**src/rtl/branch_pkg.sv**
```systemverilog
// Shared constants and types for the branch execution unit.
// Holds funct3 encodings, FSM state type and the fall-through PC step.
package branch_pkg;

  localparam logic [2:0] F3_BEQ  = 3'b000;
  localparam logic [2:0] F3_BNE  = 3'b001;
  localparam logic [2:0] F3_BLT  = 3'b100;
  localparam logic [2:0] F3_BGE  = 3'b101;
  localparam logic [2:0] F3_BLTU = 3'b110;
  localparam logic [2:0] F3_BGEU = 3'b111;

  localparam int PC_STEP = 4;

  typedef enum logic [1:0] {
    S_IDLE,
    S_READ,
    S_CMP,
    S_DONE
  } br_state_t;

endpackage

```
**src/rtl/branch_exec_unit_if.sv**
```systemverilog
// Handshake bus of the branch unit: instruction in, register write, result out.
// master drives instruction/write/out_ready; slave (the unit) drives the rest.
interface branch_exec_unit_if #(
  parameter int XLEN  = 64,
  parameter int PC_W  = 32,
  parameter int NREG  = 32,
  parameter int IMM_W = 12
);
  localparam int RW = $clog2(NREG);

  logic             in_valid;
  logic             in_ready;
  logic [2:0]       funct3;
  logic [RW-1:0]    rs1;
  logic [RW-1:0]    rs2;
  logic [IMM_W-1:0] imm;
  logic [PC_W-1:0]  pc;
  logic             wr_en;
  logic [RW-1:0]    wr_addr;
  logic [XLEN-1:0]  wr_data;
  logic             out_valid;
  logic             out_ready;
  logic [PC_W-1:0]  npc;
  logic             taken;
  logic             illegal;
  logic             misaligned;

  modport master (
    output in_valid, funct3, rs1, rs2, imm, pc,
    output wr_en, wr_addr, wr_data, out_ready,
    input  in_ready, out_valid, npc, taken,
    input  illegal, misaligned
  );

  modport slave (
    input  in_valid, funct3, rs1, rs2, imm, pc,
    input  wr_en, wr_addr, wr_data, out_ready,
    output in_ready, out_valid, npc, taken,
    output illegal, misaligned
  );

endinterface

```
**src/rtl/branch_cmp.sv**
```systemverilog
// Combinational branch comparator: a, b, funct3 -> taken, illegal.
// Non-branch funct3 codes flag illegal and never report taken.
module branch_cmp
  import branch_pkg::*;
#(
  parameter int XLEN = 64
) (
  input  logic [XLEN-1:0] a,
  input  logic [XLEN-1:0] b,
  input  logic [2:0]      funct3,
  output logic            taken,
  output logic            illegal
);

  always_comb begin
    taken   = 1'b0;
    illegal = 1'b0;
    unique case (1'b1)
      (funct3 == F3_BEQ):  taken = (a == b);
      (funct3 == F3_BNE):  taken = (a != b);
      (funct3 == F3_BLT):  taken = ($signed(a) < $signed(b));
      (funct3 == F3_BGE):  taken = ($signed(a) >= $signed(b));
      (funct3 == F3_BLTU): taken = (a < b);
      (funct3 == F3_BGEU): taken = (a >= b);
      default:             illegal = 1'b1;
    endcase
  end

endmodule

```
**src/rtl/branch_exec_unit.sv**
```systemverilog
// Multi-cycle branch unit: local regfile, IDLE->READ->CMP->DONE FSM.
// Ports: clk, rst_n (sync, active-low), bus (slave); with
// BRANCH_EXEC_STATS_EN also br_total/br_taken saturating counters.
module branch_exec_unit
  import branch_pkg::*;
#(
  parameter int XLEN  = 64,
  parameter int PC_W  = 32,
  parameter int NREG  = 32,
  parameter int IMM_W = 12
) (
  input  logic               clk,
  input  logic               rst_n,
  branch_exec_unit_if.slave  bus
`ifdef BRANCH_EXEC_STATS_EN
  ,
  output logic [31:0]        br_total,
  output logic [31:0]        br_taken
`endif
);

  localparam int RW = $clog2(NREG);

  br_state_t        state;
  logic [XLEN-1:0]  rf [NREG];
  logic [2:0]       f3_q;
  logic [RW-1:0]    rs1_q;
  logic [RW-1:0]    rs2_q;
  logic [IMM_W-1:0] imm_q;
  logic [PC_W-1:0]  pc_q;
  logic [XLEN-1:0]  a_q;
  logic [XLEN-1:0]  b_q;
  logic [XLEN-1:0]  a_rd;
  logic [XLEN-1:0]  b_rd;
  logic [PC_W-1:0]  npc_q;
  logic             taken_q;
  logic             illegal_q;
  logic             mis_q;
  logic             cmp_taken;
  logic             cmp_illegal;
  logic [PC_W-1:0]  imm_ext;
  logic [PC_W-1:0]  target;
  logic [PC_W-1:0]  fall;

  // Same-cycle write wins over the stored value; x0 is hardwired zero.
  always_comb begin
    a_rd = rf[rs1_q];
    if (bus.wr_en && bus.wr_addr == rs1_q) a_rd = bus.wr_data;
    if (rs1_q == '0) a_rd = '0;
    b_rd = rf[rs2_q];
    if (bus.wr_en && bus.wr_addr == rs2_q) b_rd = bus.wr_data;
    if (rs2_q == '0) b_rd = '0;
  end

  assign imm_ext = PC_W'($signed(imm_q));
  assign target  = pc_q + {imm_ext[PC_W-2:0], 1'b0};
  assign fall    = pc_q + PC_W'(PC_STEP);

  branch_cmp #(.XLEN(XLEN)) u_cmp (
    .a       (a_q),
    .b       (b_q),
    .funct3  (f3_q),
    .taken   (cmp_taken),
    .illegal (cmp_illegal)
  );

  always_ff @(posedge clk) begin
    if (!rst_n) begin
      for (int i = 0; i < NREG; i++)
        rf[i] <= (i < NREG / 2) ? XLEN'(i) : XLEN'(NREG - i);
    end else if (bus.wr_en && bus.wr_addr != '0) begin
      rf[bus.wr_addr] <= bus.wr_data;
    end
  end

  always_ff @(posedge clk) begin
    if (!rst_n) begin
      state     <= S_IDLE;
      f3_q      <= '0;
      rs1_q     <= '0;
      rs2_q     <= '0;
      imm_q     <= '0;
      pc_q      <= '0;
      a_q       <= '0;
      b_q       <= '0;
      npc_q     <= '0;
      taken_q   <= 1'b0;
      illegal_q <= 1'b0;
      mis_q     <= 1'b0;
    end else begin
      unique case (state)
        S_IDLE: begin
          if (bus.in_valid) begin
            f3_q  <= bus.funct3;
            rs1_q <= bus.rs1;
            rs2_q <= bus.rs2;
            imm_q <= bus.imm;
            pc_q  <= bus.pc;
            state <= S_READ;
          end
        end
        S_READ: begin
          a_q   <= a_rd;
          b_q   <= b_rd;
          state <= S_CMP;
        end
        S_CMP: begin
          taken_q   <= cmp_taken;
          illegal_q <= cmp_illegal;
          npc_q     <= cmp_taken ? target : fall;
          mis_q     <= cmp_taken & target[1];
          state     <= S_DONE;
        end
        S_DONE: begin
          if (bus.out_ready) state <= S_IDLE;
        end
        default: state <= S_IDLE;
      endcase
    end
  end

  assign bus.in_ready   = (state == S_IDLE);
  assign bus.out_valid  = (state == S_DONE);
  assign bus.npc        = npc_q;
  assign bus.taken      = taken_q;
  assign bus.illegal    = illegal_q;
  assign bus.misaligned = mis_q;

`ifdef BRANCH_EXEC_STATS_EN
  logic hs;
  assign hs = (state == S_DONE) && bus.out_ready;

  always_ff @(posedge clk) begin
    if (!rst_n) begin
      br_total <= '0;
      br_taken <= '0;
    end else if (hs) begin
      if (br_total != '1) br_total <= br_total + 32'd1;
      if (taken_q && br_taken != '1) br_taken <= br_taken + 32'd1;
    end
  end
`endif

endmodule

```
**src/flat_wrapper.sv**
```systemverilog
// flat-port wrapper written by rule: the top's interface ports become plain ports
module branch_exec_unit_flat import branch_pkg::*;
#(
  parameter int XLEN  = 64,
  parameter int PC_W  = 32,
  parameter int NREG  = 32,
  parameter int IMM_W = 12
)
  (clk, rst_n, bus_in_valid, bus_funct3, bus_rs1, bus_rs2, bus_imm, bus_pc, bus_wr_en, bus_wr_addr, bus_wr_data, bus_out_ready, bus_in_ready, bus_out_valid, bus_npc, bus_taken, bus_illegal, bus_misaligned);
  branch_exec_unit_if #(.XLEN(XLEN), .PC_W(PC_W), .NREG(NREG), .IMM_W(IMM_W)) bus_i ();
  input  logic clk;
  input  logic rst_n;
  input wire logic [$bits(bus_i.in_valid)-1:0] bus_in_valid;
  input wire logic [$bits(bus_i.funct3)-1:0] bus_funct3;
  input wire logic [$bits(bus_i.rs1)-1:0] bus_rs1;
  input wire logic [$bits(bus_i.rs2)-1:0] bus_rs2;
  input wire logic [$bits(bus_i.imm)-1:0] bus_imm;
  input wire logic [$bits(bus_i.pc)-1:0] bus_pc;
  input wire logic [$bits(bus_i.wr_en)-1:0] bus_wr_en;
  input wire logic [$bits(bus_i.wr_addr)-1:0] bus_wr_addr;
  input wire logic [$bits(bus_i.wr_data)-1:0] bus_wr_data;
  input wire logic [$bits(bus_i.out_ready)-1:0] bus_out_ready;
  output wire logic [$bits(bus_i.in_ready)-1:0] bus_in_ready;
  output wire logic [$bits(bus_i.out_valid)-1:0] bus_out_valid;
  output wire logic [$bits(bus_i.npc)-1:0] bus_npc;
  output wire logic [$bits(bus_i.taken)-1:0] bus_taken;
  output wire logic [$bits(bus_i.illegal)-1:0] bus_illegal;
  output wire logic [$bits(bus_i.misaligned)-1:0] bus_misaligned;
  assign bus_i.in_valid = bus_in_valid;
  assign bus_i.funct3 = bus_funct3;
  assign bus_i.rs1 = bus_rs1;
  assign bus_i.rs2 = bus_rs2;
  assign bus_i.imm = bus_imm;
  assign bus_i.pc = bus_pc;
  assign bus_i.wr_en = bus_wr_en;
  assign bus_i.wr_addr = bus_wr_addr;
  assign bus_i.wr_data = bus_wr_data;
  assign bus_i.out_ready = bus_out_ready;
  assign bus_in_ready = bus_i.in_ready;
  assign bus_out_valid = bus_i.out_valid;
  assign bus_npc = bus_i.npc;
  assign bus_taken = bus_i.taken;
  assign bus_illegal = bus_i.illegal;
  assign bus_misaligned = bus_i.misaligned;
  branch_exec_unit #(.XLEN(XLEN), .PC_W(PC_W), .NREG(NREG), .IMM_W(IMM_W)) u_core (.clk(clk), .rst_n(rst_n), .bus(bus_i));
endmodule
```
**config.mk**
```make
export PLATFORM = sky130hd
export DESIGN_NAME = branch_exec_unit_flat
export DESIGN_NICKNAME = d
export VERILOG_FILES = /design/src/rtl/branch_pkg.sv /design/src/rtl/branch_exec_unit_if.sv /design/src/rtl/branch_cmp.sv /design/src/rtl/branch_exec_unit.sv /design/src/flat_wrapper.sv
export SDC_FILE = /design/constraint.sdc
export NUM_CORES = 2
export LEC_CHECK = 0
export BUFFER_PORTS_ARGS = -buffer_cell sky130_fd_sc_hd__buf_2
export CAP_MARGIN = 20
export CELL_PAD_IN_SITES_DETAIL_PLACEMENT = 1
export CELL_PAD_IN_SITES_GLOBAL_PLACEMENT = 1
export CORE_MARGIN = 5
export CORE_UTILIZATION = 45
export CTS_CLUSTER_SIZE = 10
export DETAILED_ROUTE_END_ITERATION = 10
export PLACE_DENSITY_LB_ADDON = 0.1
export SLEW_MARGIN = 40
export SYNTH_ARGS = -nofsm -noshare
export SYNTH_HDL_FRONTEND = slang
export SYNTH_SLANG_ARGS = --single-unit
```
**constraint.sdc**
```tcl
create_clock -name clk -period 7.8 [get_ports clk]
set_clock_uncertainty 0.2 [all_clocks]
set_input_delay 0 -clock clk [delete_from_list [all_inputs] [get_ports clk]]
set_output_delay 0 -clock clk [all_outputs]
set_load 0.005 [all_outputs]
```
==> impl_metrics.toml <==
[outcome]
outcome = "finished clean"

[synthesis]
synthesis.area_um2 = 121000
synthTopCellsByCount = "edfxtp_1 (2,048), and2_1 (1,926), mux4_2 (1,264)"
synth-seq-cells = 2280
ys.flop_type = "edfxtp_1"
synthCells = 8019
synth_area_leader_cell = "edfxtp_1"
synth_most_common_cell = "edfxtp_1"
netlist.area_leader.share_pct = 50.9
synth_cell_types = 72
ys_warn_count = 0
ys_seq_area_share_pct = 54.7
synthArstFlopShare_pct = 0
synth_edf_count = 2048
yosys-top-cells-area = "edfxtp_1 (51%), mux4_2 (24%), and2_1 (10%)"
syn_avg_cell_area_um2 = 15.1

[timing]
finalSetupViolCount = 0
drv_slew = 0
rsz0062_at_grt = "no"
fin_crit_ns = 4.72
fmax_mhz = 212
timing.hold.ws_ns = 0.0743
finalCritPeriodShare_pct = 60.5
tightest_slew_ns = 1.02
fin_setup_tns_ns = 0
hold_violations = 0
slew_headroom_pct = 31.8

[clock_tree]
cts.clk_slew.worst_paths_ns = 0.06
cts_root_buf = "clkbuf_16"
post-cts-setup-buffers = 0
clockBufferDepth = 4
clkSinkCount = 2280
cts_tree = "yes"
cts_made_buffers = 280
cts.htree.levels = 5
worstSkewPairLatency_ns = 0.90

[worst_setup_path]
startpoint_type = "register"
r2r_end = "u_core.a_q[0]"
arrival_ns = 5.30
reg2reg_slack_ns = 3.08
max_stage_delay_ns = 0.77
cp-end-kind = "register"
slowest_stage = "dfxtp_4"
critPathMaxFanout = 78
required_ns = 8.38
crit_buf_inv = 4
crit_type = "reg -> reg"
crit_family = "buffers and inverters"
r2r_cells = 10
path_cells = "buf_12 > buf_12 > mux4_2 > mux4_2 > mux2i_1 > nand2_1 > o211ai_1 > dlygate4sd3_1 > a21oi_1 > dlygate4sd3_1"

[detailed_routing]
route.met3.wl_mm = 40.5
maxUsedRoutingLayer = "met5"
wl_per_cell_um = 37.7
drc_errors = 0
routed_via_density = 6.60
via_count = 79199
dr.pass1.iters = 6
ant_nets = 0
wl_met2_mm = 222
met1_length_mm = 171
drt_iter0_markers = 10389
wirelength_mm = 453

[placed_design]
numPortBuffers = 167
dp_hpwl_mm = 246
finalWeightedCongestion = 0.814

[final_layout]
num-fill-cells = 25196
drive_gt1_share_pct = 25.0
syn_to_final_growth_pct = 14.1
fin_nets = 8444

[grt]
grt_antenna_before_repair = 57
grt_max_degree = 127
grt_pass1_wl_mm = 636
grtUsageTotal_pct = 32.2
overflow = 0
grt_pass1_vias = 82656

[die]
dieArea_um2 = 279000
core-area_um2 = 268000
die_w_um = 528
core.rowCount = 190
die_h_um = 528
ios = 168
initial_utilization_pct = 45.1

[worst_hold_path]
min_from = "bus_wr_data[45]"
hold_path.class = "in -> reg"
hold_path_depth = 3
whs_endpoint = "u_core.rf[19][45]"

[power_and_ir_drop]
power_density_nw_per_um2 = 267
irDropWorstVdd_uv = 167
p_leak_uw = 0.0453

[job]
maxCapViolations = 0
repair_timing:
action / CTS / global route
hold buffers: 280 / 0
endpoints found under the hold margin: 2272 / 0
gates resized for setup: 0 / 0
metrics by stage:
stage / util (%) / instance area, um2 / power, uW / std cells / setup slack (ns)
3_3_place_gp: 47.1 / 126000 / 24300 / 11166 / 3.32
2_1_floorplan: - / 121000 / 21200 / 8082 / 1.43
6_report: 51.5 / 138000 / 36800 / 12004 / 3.08
3_5_place_dp: 47.3 / 127000 / 24500 / 11199 / 3.30
4_1_cts: 51.4 / 138000 / 36800 / 11945 / 2.99
5_1_grt: 51.5 / 138000 / 38000 / 11961 / 2.81
report_power, final:
group	internal (uW)	leakage, uW	switching (uW)
clock network	6910	0.00393	5250
logic	4370	0.0199	5420
registers	14200	0.0214	675
cell type report:
| type | instances | area, um2 | share of cell area, % |
|---|---|---|---|
| Clock buffer | 418 | 7750 | 5.62 |
| Antenna cell | 55 | 138 | 0.0998 |
| Multi-Input combinational cell | 4885 | 52100 | 37.8 |
| Clock inverter | 48 | 407 | 0.295 |
| Timing Repair Buffer | 680 | 6480 | 4.70 |
| Tap cell | 3552 | 4440 | 3.22 |
| Inverter | 86 | 330 | 0.240 |
| Sequential cell | 2280 | 66200 | 48.0 |
registers in the layout, summed over array words and instances, names as in the netlist, named ones only:
register / count
u_core.imm_q: 12
u_core.rs2_q: 5
u_core.rs1_q: 5
u_core.f3_q: 3
u_core.bus.illegal: 1
u_core.b_q: 64
u_core.bus.misaligned: 1
u_core.bus.taken: 1
u_core.rf: 2048
u_core.state: 2
u_core.pc_q: 32
u_core.bus.npc: 32
u_core.a_q: 64
cell usage in the layout (no fill, tap or decap), types with 159 or more instances in the layout:
cell type         n
edfxtp_1       2048
dfxtp_1         221
buf_2           166
mux4_2         1264
dlygate4sd3_1   280
nand2_1         293
clkbuf_16       284
and2_1         1925
a21oi_1         257
o211ai_1        159
worst min-delay path: stages:
cell           delay [ns]
dlygate4sd3_1        0.53
buf_2                0.27
and2_1               0.20
logic make-up (layout without fill, tap and decap cells):
| family | Yosys count | after routing | synth area share [%] |
|---|---|---|---|
| AOI/OAI and AO/OA | 599 | 599 | 3.16 |
| xor gates and xnor gates | 59 | 59 | 0.428 |
| adders and majority gates | 100 | 100 | 1.04 |
| buffers and inverters | 917 | 1232 | 2.87 |
| DFF | 2280 | 2280 | 54.7 |
| muxes | 1405 | 1405 | 24.7 |
| other | 1 | 119 | 0.00310 |
| and+or+nand+nor | 2658 | 2658 | 13.0 |
worst max-delay path by stage:
stage               cells past startpoint           start                  to
floorplan                               5  bus_wr_addr[4]    u_core.rf[17][0]
CTS                                    10        register       u_core.a_q[0]
detailed placement                     11  u_core.b_q[47]  u_core.bus.npc[20]
finish                                 10        register       u_core.a_q[0]
global placement                       11  u_core.b_q[23]  u_core.bus.npc[26]
global route                           10        register       u_core.a_q[0]
per-layer routing:
| metal | GRT usage, % | vias to the layer above |
|---|---|---|
| met1 | 42.3 | 42476 |
| met5 | 0 | - |
| li1 | - | 31179 |
| met4 | 13.4 | 2 |
| met3 | 5.08 | 1000 |
| met2 | 53.6 | 4542 |
Power figures use the tool's default switching activity.
